File: config.mk
export PLATFORM = sky130hd
export DESIGN_NAME = multistart_descent_sequencer
export DESIGN_NICKNAME = d
export VERILOG_FILES = /design/src/rtl/multistart_descent_sequencer.sv
export SDC_FILE = /design/constraint.sdc
export NUM_CORES = 1
export LEC_CHECK = 0
export CAP_MARGIN = 20
export CORE_UTILIZATION = 40
export DETAILED_ROUTE_END_ITERATION = 7
export SLEW_MARGIN = 30
export SYNTH_ARGS = -nofsm -noshare
export SYNTH_HDL_FRONTEND = slang
export SYNTH_SLANG_ARGS = --single-unit
File: constraint.sdc
create_clock -name clk -period 4.8 [get_ports clk]
set_input_delay 0.96 -clock clk [delete_from_list [all_inputs] [get_ports clk]]
set_output_delay 0.96 -clock clk [all_outputs]
set_load 0.01 [all_outputs]
File: src/rtl/multistart_descent_sequencer.sv
// Multi-start descent sequencer: queues Q24.8 seeds, runs one descent per seed, keeps the batch-wide best result.
// start_op rises 2 cycles after an accepted run; seed_ready drops when full. Define GD_TIMEOUT_EN for a per-seed watchdog.
module multistart_descent_sequencer #(
    parameter int FIFO_DEPTH     = 8,
    parameter int CNT_W          = 8,
    parameter int TIMEOUT_CYCLES = 4096
) (
    input  logic             clk,
    input  logic             rst_n,
    input  logic             seed_valid,
    input  logic [31:0]      seed_data,
    output logic             seed_ready,
    input  logic             run,
    output logic             busy,
    output logic             batch_done,
    output logic             start_op,
    output logic [31:0]      x_init,
    input  logic             done_op,
    input  logic [31:0]      x_at_min,
    input  logic [63:0]      y_min,
    output logic [31:0]      best_x,
    output logic [63:0]      best_y,
    output logic [CNT_W-1:0] best_idx,
    output logic [CNT_W-1:0] seed_count,
    output logic             timeout_err
);
    localparam int          PTR_W = $clog2(FIFO_DEPTH);
    localparam int          OCC_W = $clog2(FIFO_DEPTH + 1);
    localparam logic [63:0] Y_MAX = 64'h7FFF_FFFF_FFFF_FFFF;

    typedef enum logic [2:0] {
        S_IDLE,
        S_POP,
        S_LAUNCH,
        S_COLLECT,
        S_RELEASE,
        S_FINISH
    } state_t;

    state_t state_q, state_d;

    logic [31:0]      mem_q [FIFO_DEPTH];
    logic [PTR_W-1:0] wr_ptr_q, rd_ptr_q;
    logic [OCC_W-1:0] occ_q;
    logic             fifo_full, fifo_empty, push, pop;

    logic [31:0]      x_init_q, x_init_d;
    logic             start_op_q, start_op_d;
    logic [31:0]      best_x_q, best_x_d;
    logic [63:0]      best_y_q, best_y_d;
    logic [CNT_W-1:0] best_idx_q, best_idx_d;
    logic [CNT_W-1:0] seed_count_q, seed_count_d;

`ifdef GD_TIMEOUT_EN
    localparam int WD_W = $clog2(TIMEOUT_CYCLES + 1);
    logic [WD_W-1:0] wd_q, wd_d;
    logic            timeout_err_q, timeout_err_d;
    logic            wd_expired;

    // wd_q holds the number of LAUNCH cycles already spent on this seed
    assign wd_expired  = (wd_q >= WD_W'(TIMEOUT_CYCLES - 1));
    assign timeout_err = timeout_err_q;
`else
    logic [31:0] unused_timeout_cfg;
    assign unused_timeout_cfg = 32'(TIMEOUT_CYCLES);
    assign timeout_err        = 1'b0;
`endif

    assign fifo_full  = (occ_q == OCC_W'(FIFO_DEPTH));
    assign fifo_empty = (occ_q == '0);
    assign seed_ready = !fifo_full;
    assign push       = seed_valid && !fifo_full;
    assign pop        = (state_q == S_POP) && !fifo_empty;

    always_ff @(posedge clk) begin
        if (push) begin
            mem_q[wr_ptr_q] <= seed_data;
        end
    end

    always_ff @(posedge clk or negedge rst_n) begin
        if (!rst_n) begin
            wr_ptr_q <= '0;
            rd_ptr_q <= '0;
            occ_q    <= '0;
        end else begin
            if (push) wr_ptr_q <= wr_ptr_q + PTR_W'(1);
            if (pop)  rd_ptr_q <= rd_ptr_q + PTR_W'(1);
            case ({push, pop})
                2'b10:   occ_q <= occ_q + OCC_W'(1);
                2'b01:   occ_q <= occ_q - OCC_W'(1);
                default: occ_q <= occ_q;
            endcase
        end
    end

    always_comb begin
        state_d      = state_q;
        x_init_d     = x_init_q;
        start_op_d   = start_op_q;
        best_x_d     = best_x_q;
        best_y_d     = best_y_q;
        best_idx_d   = best_idx_q;
        seed_count_d = seed_count_q;
`ifdef GD_TIMEOUT_EN
        wd_d          = wd_q;
        timeout_err_d = timeout_err_q;
`endif
        case (state_q)
            S_IDLE: begin
                if (run && !fifo_empty) begin
                    state_d      = S_POP;
                    seed_count_d = '0;
                    best_y_d     = Y_MAX;
                    best_x_d     = '0;
                    best_idx_d   = '0;
`ifdef GD_TIMEOUT_EN
                    timeout_err_d = 1'b0;
`endif
                end
            end
            S_POP: begin
                x_init_d = mem_q[rd_ptr_q];
                state_d  = S_LAUNCH;
`ifdef GD_TIMEOUT_EN
                wd_d = '0;
`endif
            end
            S_LAUNCH: begin
                start_op_d = 1'b1;
                if (done_op) begin
                    state_d = S_COLLECT;
                end
`ifdef GD_TIMEOUT_EN
                else if (wd_expired) begin
                    // abandon this seed without touching the best result
                    start_op_d    = 1'b0;
                    timeout_err_d = 1'b1;
                    seed_count_d  = seed_count_q + CNT_W'(1);
                    state_d       = S_RELEASE;
                end else begin
                    wd_d = wd_q + WD_W'(1);
                end
`endif
            end
            S_COLLECT: begin
                // strict less-than so a tie keeps the earlier seed
                if ($signed(y_min) < $signed(best_y_q)) begin
                    best_y_d   = y_min;
                    best_x_d   = x_at_min;
                    best_idx_d = seed_count_q;
                end
                seed_count_d = seed_count_q + CNT_W'(1);
                start_op_d   = 1'b0;
                state_d      = S_RELEASE;
            end
            S_RELEASE: begin
                if (!done_op) begin
                    state_d = fifo_empty ? S_FINISH : S_POP;
                end
            end
            S_FINISH: begin
                state_d = S_IDLE;
            end
            default: begin
                state_d = S_IDLE;
            end
        endcase
    end

    always_ff @(posedge clk or negedge rst_n) begin
        if (!rst_n) begin
            state_q      <= S_IDLE;
            x_init_q     <= '0;
            start_op_q   <= 1'b0;
            best_x_q     <= '0;
            best_y_q     <= Y_MAX;
            best_idx_q   <= '0;
            seed_count_q <= '0;
`ifdef GD_TIMEOUT_EN
            wd_q          <= '0;
            timeout_err_q <= 1'b0;
`endif
        end else begin
            state_q      <= state_d;
            x_init_q     <= x_init_d;
            start_op_q   <= start_op_d;
            best_x_q     <= best_x_d;
            best_y_q     <= best_y_d;
            best_idx_q   <= best_idx_d;
            seed_count_q <= seed_count_d;
`ifdef GD_TIMEOUT_EN
            wd_q          <= wd_d;
            timeout_err_q <= timeout_err_d;
`endif
        end
    end

    assign busy       = (state_q != S_IDLE);
    assign batch_done = (state_q == S_FINISH);
    assign start_op   = start_op_q;
    assign x_init     = x_init_q;
    assign best_x     = best_x_q;
    assign best_y     = best_y_q;
    assign best_idx   = best_idx_q;
    assign seed_count = seed_count_q;

endmodule

---- Word level (Yosys, flattened, before mapping) ----
Memories as Yosys holds them, arrays and structs flattened. A register that Yosys moved wholly into a read port is not among the register bits.
Index checks and enable logic that the tools add are counted.
storage, ports and cells
  register bits after elaboration ......... 126
  memory bits (writable) .................. 256
  bits of input ports ..................... 133
  output and inout bits ................... 149
  memories kept ........................... 1
operators by class
  add/sub/neg operators ................... 5
  order comparisons ....................... 1
  equality and inequality tests ........... 12
  mux-type cells .......................... 19
  reductions and logical operators ........ 15
memories
  name   words  width  read ports  clocked after Yosys merged registers in  wr ports  line  text
  mem_q  8      32     1           1                                        1         42    logic [31:0] mem_q [FIFO_DEPTH];
operator list
  cell                                              count
  2-to-1 mux 64 bit                                 2
  case mux 64 bit (2 select lines)                  1
  < comparator 64 bit                               1
  2-to-1 mux 32 bit                                 2
  case mux 32 bit (2 select lines)                  1
  case mux 8 bit (2 select lines)                   2
  2-to-1 mux 8 bit                                  2
  case mux 3 bit (5 select lines)                   1
  2-to-1 mux 3 bit                                  4
  adder 8 x 1 -> 8 bit, second input constant       1
  inequality test 2 bit, second input constant      4
  case mux 4 bit (2 select lines)                   1
  adder 3 x 1 -> 3 bit, second input constant       2
  == test 3 x 2 -> 1 bit, second input constant     2
  == test 3 bit, second input constant              2
  AND reduction 3 bit                               2
  nonzero test 2 bit                                3
  adder 4 x 1 -> 4 bit, second input constant       1
  == test 4 bit, second input constant              1
  logical NOT 4 bit                                 1
  subtractor 4 x 1 -> 4 bit, second input constant  1
  == test 3 x 1 -> 1 bit, second input constant     1
  logical AND 1 bit                                 3
  logical NOT 1 bit                                 3
  other kinds (7)                                   8

---- Longest topological paths before layout ----
Gate-level depths: netlist of run 1.
  depth in word-level cells ............... 5
  mapped depth ............................ 13
  depth with buffers taken out ............ 10

---- Worst setup path before layout of run 1 ----
Ideal clock, no wire load.
  path kind ............................... input port to flip-flop
  from .................................... input port seed_valid
  to ...................................... memory mem_q[0][0] (enable)
  library setup time ...................... 0.461 ns
  arrival time ............................ 3.576 ns
  required time ........................... 4.339 ns
  path slack .............................. 0.763 ns
  cell stages on the path ................. 3
  cell sequence ........................... nand2_1 or2_2 nor3_1
between the ends
  word-level cells in the longest chain between the ends .. 3
ends and longest elaborated chain
  what                                    line  text
  from (decl)                             10    input logic seed_valid,
  logical AND 1 bit                       72    assign push = seed_valid && !fifo_full;
  2-to-1 mux 1 bit                        76    if (push) begin
  2-to-1 mux 1 bit (implied by the code)  77    mem_q[wr_ptr_q] <= seed_data;
  to (decl)                               42
No other way between the ends.

---- Worst setup path after layout of run 1 ----
  from .................................... input port y_min[47]
  to ...................................... register best_y_q[55], in the netlist best_y[55]
between the ends
  word-level cells in the longest chain between the ends .. 3
ends and longest elaborated chain
  what                                    line  text
  from (decl)                             20    input logic [63:0] y_min,
  < comparator 64 bit                     148   if ($signed(y_min) < $signed(best_y_q)) begin
  inequality test 2 bit (no source line)  n/a
  AND reduction 3 bit (no source line)    n/a
  to (signal assigned)                    189   best_y_q <= best_y_d;
  to (decl)                               50    logic [63:0] best_y_q, best_y_d;
No other way between the ends.
A chain may end at the register's enable or synchronous reset.

==> flow_summary.json, run 1 <==
{
  "cts_tree": "built",
  "cts_root_buf": "clkbuf_16",
  "start_util_pct": 40.9,
  "dieArea_mm2": 0.0464,
  "synth_top_family_by_area": "compound AO/OA/AOI/OAI gates",
  "min_period_ps": 3960,
  "hold_viol": 0,
  "dp_hpwl_um": 28400,
  "rsz0062_at_grt": "false",
  "first_iter_violations": 841,
  "gp_congestion": 0.809,
  "grt_max_degree": 92,
  "post-route-period-util_pct": 82.6,
  "synth_edf_count": 256,
  "hp-class": "in -> async",
  "coreArea_mm2": 0.0446,
  "drt-total-wl_um": 45900,
  "synthesis.instances": 1251,
  "yosys.area_share.simple_pct": 7.29,
  "finalSetupViolations": 0,
  "p_leak_uw": 0.00914,
  "fp.dieH_um": 216,
  "wl_per_cell_um": 21.3,
  "power.density_mw_per_mm2": 603,
  "yosys.area_share.adder_pct": 4.84,
  "synthMuxAreaShare_pct": 9.84,
  "yosys_warnings": 0,
  "arrival_ps": 4470,
  "vias": 11550,
  "synth-async-reset-ratio_pct": 38.2,
  "synth.avg_cell_area_um2": 14.6,
  "ys.flop_type": "edfxtp_1",
  "clk_pin_slew_worst_paths_ps": 60,
  "fin_nets": 1729,
  "cap_violations": 0,
  "met3_usage_pct": 4.89,
  "fmax_ghz": 0.252,
  "cts_max_path_buffers": 3,
  "startpoint_type": "input port",
  "die_w_um": 216,
  "worst_pin_slew_ps": 946,
  "synth_nets": 1454,
  "outcome": "finished clean",
  "avgViaCountPerCell": 5.36,
  "antenna_found_initial": 4,
  "synth_compound_area_share_pct": 9.95,
  "slew_headroom_pct": 36.9,
  "insertion_delay_ps": 600,
  "cts.sinks": 414,
  "busiest_layer": "met2",
  "synthXorXnorAreaFrac_pct": 0.384,
  "hold_slack_ps": 434,
  "synth.yosys.seq_area_share_pct": 64.3,
  "cts_setup_buffers": 0,
  "cp_max_fo": 45,
  "drt-pass1-iter-count": 5,
  "grt_overflow": 0,
  "worst_ir_drop_vdd_uv": 462,
  "synth_largest_area_cell": "edfxtp_1",
  "setup_tns_ps": 0,
  "drive_gt1_share_pct": 15.8,
  "ant_nets": 0,
  "antenna_cells": 0,
  "worstSetupPathType": "in -> reg",
  "endpoint_kind": "register",
  "syn_area_mm2": 0.0182,
  "htreeDepth": 2,
  "grt_first_pass_wirelength_um": 71800,
  "grt_pass1_vias": 12084,
  "cts_buffers": 45,
  "cts-resized-gates": 0,
  "finalPower_uw": 14100,
  "fin_skew_ps": 38.3,
  "ctsHoldBuffers": 0,
  "synth_top_area_share_pct": 42.2,
  "track_usage_pct": 20.1,
  "syn2layout_area_growth_pct": 28.1,
  "io_pins": 282,
  "synthTopCellsByArea": "edfxtp_1 42%, dfrtp_1 13%, dfstp_2 9.1%",
  "floorplan.rows": 77,
  "drc_errors": 0,
  "cp_data_required_time_ps": 5310,
  "slew_viol_final": 0,
  "use_met2_pct": 32.3,
  "utilization_pct": 52.4,
  "ys_seq_elements": 414,
  "synth.distinct_cells": 59,
  "met1_usage_pct": 27.1,
  "io_buffers": 280
}
stage by stage:
step	setup WS [ps]	cell area [um2]	std cells
floorplan	763	18200	1251
global placement	246	21800	2071
detailed placement	194	21800	2071
CTS	825	23400	2155
global route	531	23400	2155
finish	836	23400	2155
where the power goes:
part / total, uW / internal, uW / switching, uW / leakage, uW
Sequential: 5310 / 4770 / 540 / 0.00417
Combinational: 5160 / 2460 / 2700 / 0.00422
Clock: 3630 / 2140 / 1480 / 0.000756
synthesized netlist by cell type, types with 36 or more instances:
master / instances
a311o_1: 37
dfstp_2: 63
clkbuf_1: 53
nor2b_1: 39
dfrtp_1: 95
ha_1: 69
mux4_2: 64
inv_1: 73
o31a_1: 36
edfxtp_1: 256
nor2_1: 84
nand2_1: 42
a21oi_1: 58
and3_1: 47
worst max-delay path, stage by stage:
cell             delay [ps]
clkdlybuf4s50_1         430
ha_1                    330
nand4_1                 170
nor4_1                  490
nand4_2                 230
or4_1                   550
a31o_1                  240
and3_1                  190
or2_2                   310
buf_12                  190
o32a_1                  320
layer usage:
layer / vias to the layer above / share of wire (%)
met5: - / 0.12
met4: 8 / 2.2
met3: 73 / 6.4
met2: 308 / 47
met1: 5801 / 44
li1: 5360 / -
cells in the final DEF (no fill, tap or decap), types with 9 or more instances in the layout:
master           instances
clkdlybuf4s50_1        279
edfxtp_1               256
dfrtp_1                 92
nor2_1                  78
inv_1                   73
ha_1                    69
mux4_2                  64
dfstp_2                 63
a21oi_1                 58
and3_1                  47
clkbuf_16               45
nand2_1                 42
nor2b_1                 39
a311o_1                 37
o31a_1                  35
a31oi_1                 34
mux2i_1                 33
o21ai_0                 29
o32a_1                  28
buf_4                   20
clkinv_1                10
nand3_1                  9
registers in the layout, summed over array words and instances (netlist names):
name        cells
best_y         64
occ_q           4
wr_ptr_q        3
rd_ptr_q        3
state_q         3
start_op        1
seed_count      8
best_idx        8
mem_q         256
best_x         32
x_init         32
final cells by class:
cell class,instances,area [um2]
Clock buffer,56,1220
Inverter,73,274
Tap cell,592,741
Clock inverter,28,360
Sequential cell,414,11700
Timing Repair Buffer,307,3100
Multi-Input combinational cell,685,5940
Fill cell,3776,21200
worst paths after layout:
| check | start | to | slack (ps) | cells after the start |
|---|---|---|---|---|
| max in group asynchronous | rst_n | best_y[56]$_DFFE_PN1P_ | 3450 | 2 |
| setup / recovery | y_min[47] | best_y[55]$_DFFE_PN1P_ | 840 | 11 |
| min in group clk | occ_q[3]$_DFFE_PN0P_ | occ_q[3]$_DFFE_PN0P_ | 490 | 1 |
| hold / removal | rst_n | best_x[7]$_DFFE_PN0P_ | 430 | 1 |
| hold reg to reg | occ_q[3]$_DFFE_PN0P_ | occ_q[3]$_DFFE_PN0P_ | 490 | 1 |
| setup reg to reg | best_y[47]$_DFFE_PN1P_ | best_y[55]$_DFFE_PN1P_ | 1090 | 11 |
cells by family after synthesis:
family	after synthesis
buffers and inverters	152
adders and majority gates	70
DFF	414
and+or+nand+nor	260
muxes	99
other	1
AOI/OAI and AO/OA	247
xor gates and xnor gates	8
Power figures use the tool's default switching activity.
==> run 2: changes to the inputs <==
- clock period: 4.8 -> 3.6 ns (I/O delays scaled with it)
==> run 2 against run 1 <==
Compared with the run above: global-route usage up 0.16 points; design area grew 1.3%; combinational power rose by 38%; critical endpoint is now best_x[15]$_DFFE_PN0P_; largest power group unchanged; die area unchanged; non-clock buffer count up 40.
==> flow_summary.json, run 2 (synthesis results as in run 1) <==
{
  "fmax_ghz": 0.291,
  "antenna_found_initial": 2,
  "syn2layout_area_growth_pct": 29.7,
  "final_cell_mix": "276 x clkdlybuf4s50_1, 256 x edfxtp_1, 92 x dfrtp_1",
  "cts_tree": "built",
  "hold_slack_ps": 164,
  "p_sw_uw": 6350,
  "p_int_uw": 12500,
  "crit_buf_inv": 4,
  "worst_pin_slew_ps": 768,
  "start_util_pct": 40.9,
  "placed_cells": 2107,
  "avgViaCountPerCell": 5.38,
  "reg2reg_slack_ps": 210,
  "finalSetupViolations": 0,
  "cp_max_fo": 37,
  "cap_violations": 0,
  "min_period_ps": 3430,
  "fin_skew_ps": 16.8,
  "first_iter_violations": 761,
  "crit_cells": 13,
  "clk_pin_slew_worst_paths_ps": 60,
  "floorplan.rows": 77,
  "drt-total-wl_um": 46700,
  "crit_slowest_cell": "clkdlybuf4s50_1",
  "ant_nets": 0,
  "mostFrequentLayoutCell": "clkdlybuf4s50_1",
  "fin_ws_ps": 168,
  "fin_nets": 1770,
  "p_leak_uw": 0.00935,
  "rr_worst_depth": 12,
  "cts_max_path_buffers": 3,
  "dp_slack_ps": -648,
  "htreeDepth": 2,
  "hp-class": "in -> async",
  "fin_cells": 2198,
  "ctsHoldBuffers": 0,
  "drt-pass1-iter-count": 5,
  "multi_input_area_mm2": 0.00598,
  "seq_area_mm2": 0.0117,
  "grt_overflow": 0,
  "grt_max_degree": 122,
  "largest_register": "mem_q",
  "pwr-share-comb_pct": 37.8,
  "track_usage_pct": 20.3,
  "grt_pass1_vias": 12071,
  "cts_buffers": 46,
  "vias": 11829,
  "path_common_cell": "buf_4",
  "endpoint_kind": "register",
  "switching_share_pct": 33.7,
  "cp_data_required_time_ps": 4060,
  "die_w_um": 216,
  "endpoint": "best_x[15]$_DFFE_PN0P_",
  "startpoint": "y_min[43]",
  "wl_per_cell_um": 21.3,
  "r2r_end": "best_x[15]$_DFFE_PN0P_",
  "cts.sinks": 414,
  "insertion_delay_ps": 580,
  "post-route-period-util_pct": 95.3,
  "slew_headroom_pct": 48.8,
  "gp_congestion": 0.821,
  "arrival_ps": 3890,
  "slew_viol_final": 0,
  "outcome": "finished clean",
  "rr_startpoint": "best_y[57]$_DFFE_PN1P_",
  "worst_ir_drop_vdd_uv": 407,
  "finalPower_uw": 18800,
  "startpoint_type": "input port",
  "largest_reg_flops": 256,
  "grt_first_pass_wirelength_um": 72300,
  "io_buffers": 280,
  "clkPwrFrac_pct": 24.2,
  "worstSetupPathType": "in -> reg",
  "fp.dieH_um": 216,
  "fillers": 3726,
  "dp_hpwl_um": 28700,
  "drc_errors": 0,
  "drive_gt1_share_pct": 18.1,
  "dieArea_mm2": 0.0464,
  "rsz0062_at_grt": "false",
  "coreArea_mm2": 0.0446,
  "p_seq_share_pct": 38.0,
  "max_stage_delay_ps": 450,
  "cts_root_buf": "clkbuf_16",
  "io_pins": 282,
  "cp_cell_sequence": "clkdlybuf4s50_1 > ha_1 > nand4_1 > nor4_2 > buf_4 > nand4_2 > or4_1 > a31o_1 > a21oi_4 > buf_4 > nor2_2 > buf_12 > a311o_1",
  "hold_viol": 0,
  "critPathTopFamily": "simple AND/OR/NAND/NOR gates",
  "power.density_mw_per_mm2": 796
}
-- run 2: cell types whose count changed in the layout (fill, tap and decap cells not counted), moves of 4 or more --
| cell | change |
|---|---|
| buf_4 | +35 |
| clkbuf_1 | +8 |
| clkinv_1 | -8 |
| buf_12 | +4 |
| bufinv_16 | -4 |
-- run 2: worst min-delay path by stage --
stage / from / to / slack, ps / cells past startpoint
after floorplan: rst_n / best_idx[0]$_DFFE_PN0P_ / 420 / 0
after global placement: occ_q[3]$_DFFE_PN0P_ / occ_q[3]$_DFFE_PN0P_ / 480 / 1
after detailed placement: occ_q[3]$_DFFE_PN0P_ / occ_q[3]$_DFFE_PN0P_ / 490 / 1
after CTS: rst_n / best_x[9]$_DFFE_PN0P_ / 160 / 1
after global routing: rst_n / best_x[9]$_DFFE_PN0P_ / 200 / 1
final: rst_n / best_x[10]$_DFFE_PN0P_ / 160 / 1
-- run 2: repair_timing --
action / CTS / global route
setup endpoints to repair: 29 / 67
pin swaps: 2 / 6
gates resized for setup: 1 / 8
buffers inserted: 1 / 3
-- run 2: power by group through the flow --
stage / registers [uW] / clock network [uW] / logic (uW)
after floorplan: 7170 / 0 / 4080
after global placement: 7200 / 0 / 7090
after detailed placement: 7250 / 0 / 7170
after CTS: 7170 / 4690 / 7200
after global routing: 7310 / 4860 / 7750
final: 7150 / 4560 / 7110
-- run 2: layout make-up --
| class | count | area share [%] |
|---|---|---|
| clock inverters | 20 | 0.846 |
| well taps | 592 | 3.13 |
| flip-flops and latches | 414 | 49.6 |
| diodes | 2 | 0.0212 |
| multi-input cells | 685 | 25.3 |
| inverters | 73 | 1.16 |
| clock buffers | 65 | 5.38 |
| repair buffers | 347 | 14.6 |
-- run 2: metal layers --
layer	routed length [um]	up-vias	track usage, %
met5	32	-	0
met4	843	4	4.75
met3	2580	70	4.26
met2	22300	316	33.1
met1	20900	5984	27.8
li1	-	5455	-
-- run 2: metrics by stage --
stage | cell area [um2] | TNS (ps) | utilization, %
2_1_floorplan | 18200 | 0 | -
3_3_place_gp | 22100 | -57840 | 49.6
3_5_place_dp | 22100 | -57690 | 49.6
4_1_cts | 23600 | 0 | 52.9
5_1_grt | 23600 | 0 | 53.0
6_report | 23700 | 0 | 53.0
==> run 3: changes to the inputs <==
- PLACE_DENSITY: default -> 0.69
==> run 3 against run 2 <==
Compared with the run above: clock skew increased by 5.7 ps; largest power group unchanged; core utilization decreased by 0.47 points; via count increased by 0.10%; critical path depth decreased by 2; sequential share of layout area increased by 0.45 points; sequential power increased by 0.6%; global-route usage decreased by 0.89 points; fmax decreased by 2.6%; first-iteration DRC count increased by 22%; die area unchanged; critical endpoint is now best_y[56]$_DFFE_PN1P_; count of clock-buffer cells in the layout decreased by 2.
==> flow_summary.json, run 3 (synthesis results as in run 1) <==
{
  "gp_congestion": 0.828,
  "p_int_uw": 12400,
  "worst_ir_drop_vdd_uv": 497,
  "largest_reg_flops": 256,
  "antenna_cells": 0,
  "avgViaCountPerCell": 5.44,
  "finalPower_uw": 18600,
  "htreeDepth": 2,
  "first_iter_violations": 932,
  "fin_cells": 2178,
  "grt_overflow": 0,
  "io_pins": 282,
  "cap_violations": 0,
  "r2r_end": "best_y[56]$_DFFE_PN1P_",
  "post-route-period-util_pct": 97.9,
  "floorplan.rows": 77,
  "arrival_ps": 4000,
  "finalSetupViolations": 0,
  "critPathTopFamily": "simple AND/OR/NAND/NOR gates",
  "dieArea_mm2": 0.0464,
  "crit_slowest_cell": "or4_1",
  "drc_errors": 0,
  "start_util_pct": 40.9,
  "placed_cells": 2099,
  "track_usage_pct": 19.4,
  "pwr-share-comb_pct": 37.6,
  "fillers": 3600,
  "fp.dieH_um": 216,
  "grt_max_degree": 122,
  "io_buffers": 280,
  "power.density_mw_per_mm2": 794,
  "die_w_um": 216,
  "crit_buf_inv": 2,
  "outcome": "finished clean",
  "max_stage_delay_ps": 550,
  "worstSetupPathType": "in -> reg",
  "ant_nets": 0,
  "slew_headroom_pct": 40.8,
  "p_leak_uw": 0.00922,
  "fmax_ghz": 0.284,
  "rr_worst_depth": 11,
  "largest_register": "mem_q",
  "hp-class": "in -> async",
  "min_period_ps": 3520,
  "cts.sinks": 414,
  "cp_data_required_time_ps": 4080,
  "startpoint_type": "input port",
  "antenna_found_initial": 1,
  "wl_per_cell_um": 20.7,
  "vias": 11841,
  "reg2reg_slack_ps": 130,
  "drive_gt1_share_pct": 17.2,
  "cp_max_fo": 38,
  "syn2layout_area_growth_pct": 28.6,
  "dp_hpwl_um": 28300,
  "coreArea_mm2": 0.0446,
  "endpoint_kind": "register",
  "ctsHoldBuffers": 0,
  "hold_viol": 0,
  "p_seq_share_pct": 38.7,
  "fin_skew_ps": 22.5,
  "cts_buffers": 44,
  "drt-total-wl_um": 45100,
  "cp_cell_sequence": "clkdlybuf4s50_1 > ha_1 > nand4_4 > nor4_4 > nand4_2 > or4_1 > a31o_1 > and3_1 > or2_4 > buf_12 > o32a_1",
  "cts_root_buf": "clkbuf_16",
  "grt_pass1_vias": 12185,
  "cts_max_path_buffers": 3,
  "clk_pin_slew_worst_paths_ps": 60,
  "fin_nets": 1756,
  "worst_pin_slew_ps": 889,
  "switching_share_pct": 33.6,
  "insertion_delay_ps": 570,
  "rsz0062_at_grt": "false",
  "grt_first_pass_wirelength_um": 70000,
  "slew_viol_final": 0,
  "hold_slack_ps": 202,
  "p_sw_uw": 6260,
  "cts_setup_buffers": 0,
  "rr_startpoint": "best_y[62]$_DFFE_PN1P_",
  "clkPwrFrac_pct": 23.8,
  "mostFrequentLayoutCell": "clkdlybuf4s50_1",
  "final_cell_mix": "279 x clkdlybuf4s50_1, 256 x edfxtp_1, 92 x dfrtp_1",
  "setup_tns_ps": 0,
  "drt-pass1-iter-count": 6,
  "cts_tree": "built"
}
[run 3: cell count changes in the layout (fill, tap and decap cells not counted), sizes merged]
cell           change
diode              -2
buf               -12
dlymetal6s2s       -3
inv                -1
clkinvlp           -1
clkdlybuf4s50      +3
clkinv             -1
bufinv             -1
clkbuf             -2
[run 3: final cells by class]
| type | instances | area (um2) | share of cell area, % |
|---|---|---|---|
| inverters | 73 | 274 | 1.17 |
| repair buffers | 335 | 3320 | 14.2 |
| clock inverters | 16 | 146 | 0.625 |
| clock buffers | 63 | 1270 | 5.43 |
| multi-input cells | 685 | 5960 | 25.4 |
| well taps | 592 | 741 | 3.16 |
| flip-flops and latches | 414 | 11700 | 50.0 |
[run 3: how the worst max path moves through the flow]
| stage | start | endpoint | cells after the start |
|---|---|---|---|
| detailed placement | y_min[61] | best_y[13]$_DFFE_PN1P_ | 11 |
| CTS | best_y[57]$_DFFE_PN1P_ | best_y[3]$_DFFE_PN1P_ | 11 |
| global route | y_min[63] | best_x[22]$_DFFE_PN0P_ | 14 |
| finish | y_min[61] | best_y[56]$_DFFE_PN1P_ | 11 |
| global placement | y_min[59] | best_y[18]$_DFFE_PN1P_ | 11 |
| floorplan | seed_valid | mem_q[1][0]$_DFFE_PP_ | 2 |
[run 3: power by group through the flow]
stage | logic, uW | clock network, uW | registers [uW]
4_1_cts | 7090 | 4560 | 7210
3_5_place_dp | 7040 | 0 | 7290
2_1_floorplan | 4080 | 0 | 7170
3_3_place_gp | 6920 | 0 | 7220
5_1_grt | 7590 | 4730 | 7350
6_report | 6990 | 4420 | 7190
[run 3: routing by layer]
metal  routed length (um)  GRT usage, %
met3                 2920          4.03
met2                21800          32.2
met1                19300          25.6
met4                 1050          5.77
met5                    8             0
[run 3: metrics by stage]
stage | instance area [um2] | util (%) | setup WS [ps]
final | 23400 | 52.5 | 77.1
after global routing | 23400 | 52.5 | 13.7
after CTS | 23400 | 52.5 | 69.5
after detailed placement | 22000 | 49.3 | -629
after global placement | 22000 | 49.3 | -579
after floorplan | 18200 | - | 87.5
[run 3: timing repair]
action                     CTS  global route
cloned                       0             0
pin swaps                    3             2
setup endpoints to repair   32            36
resized for setup            2             1
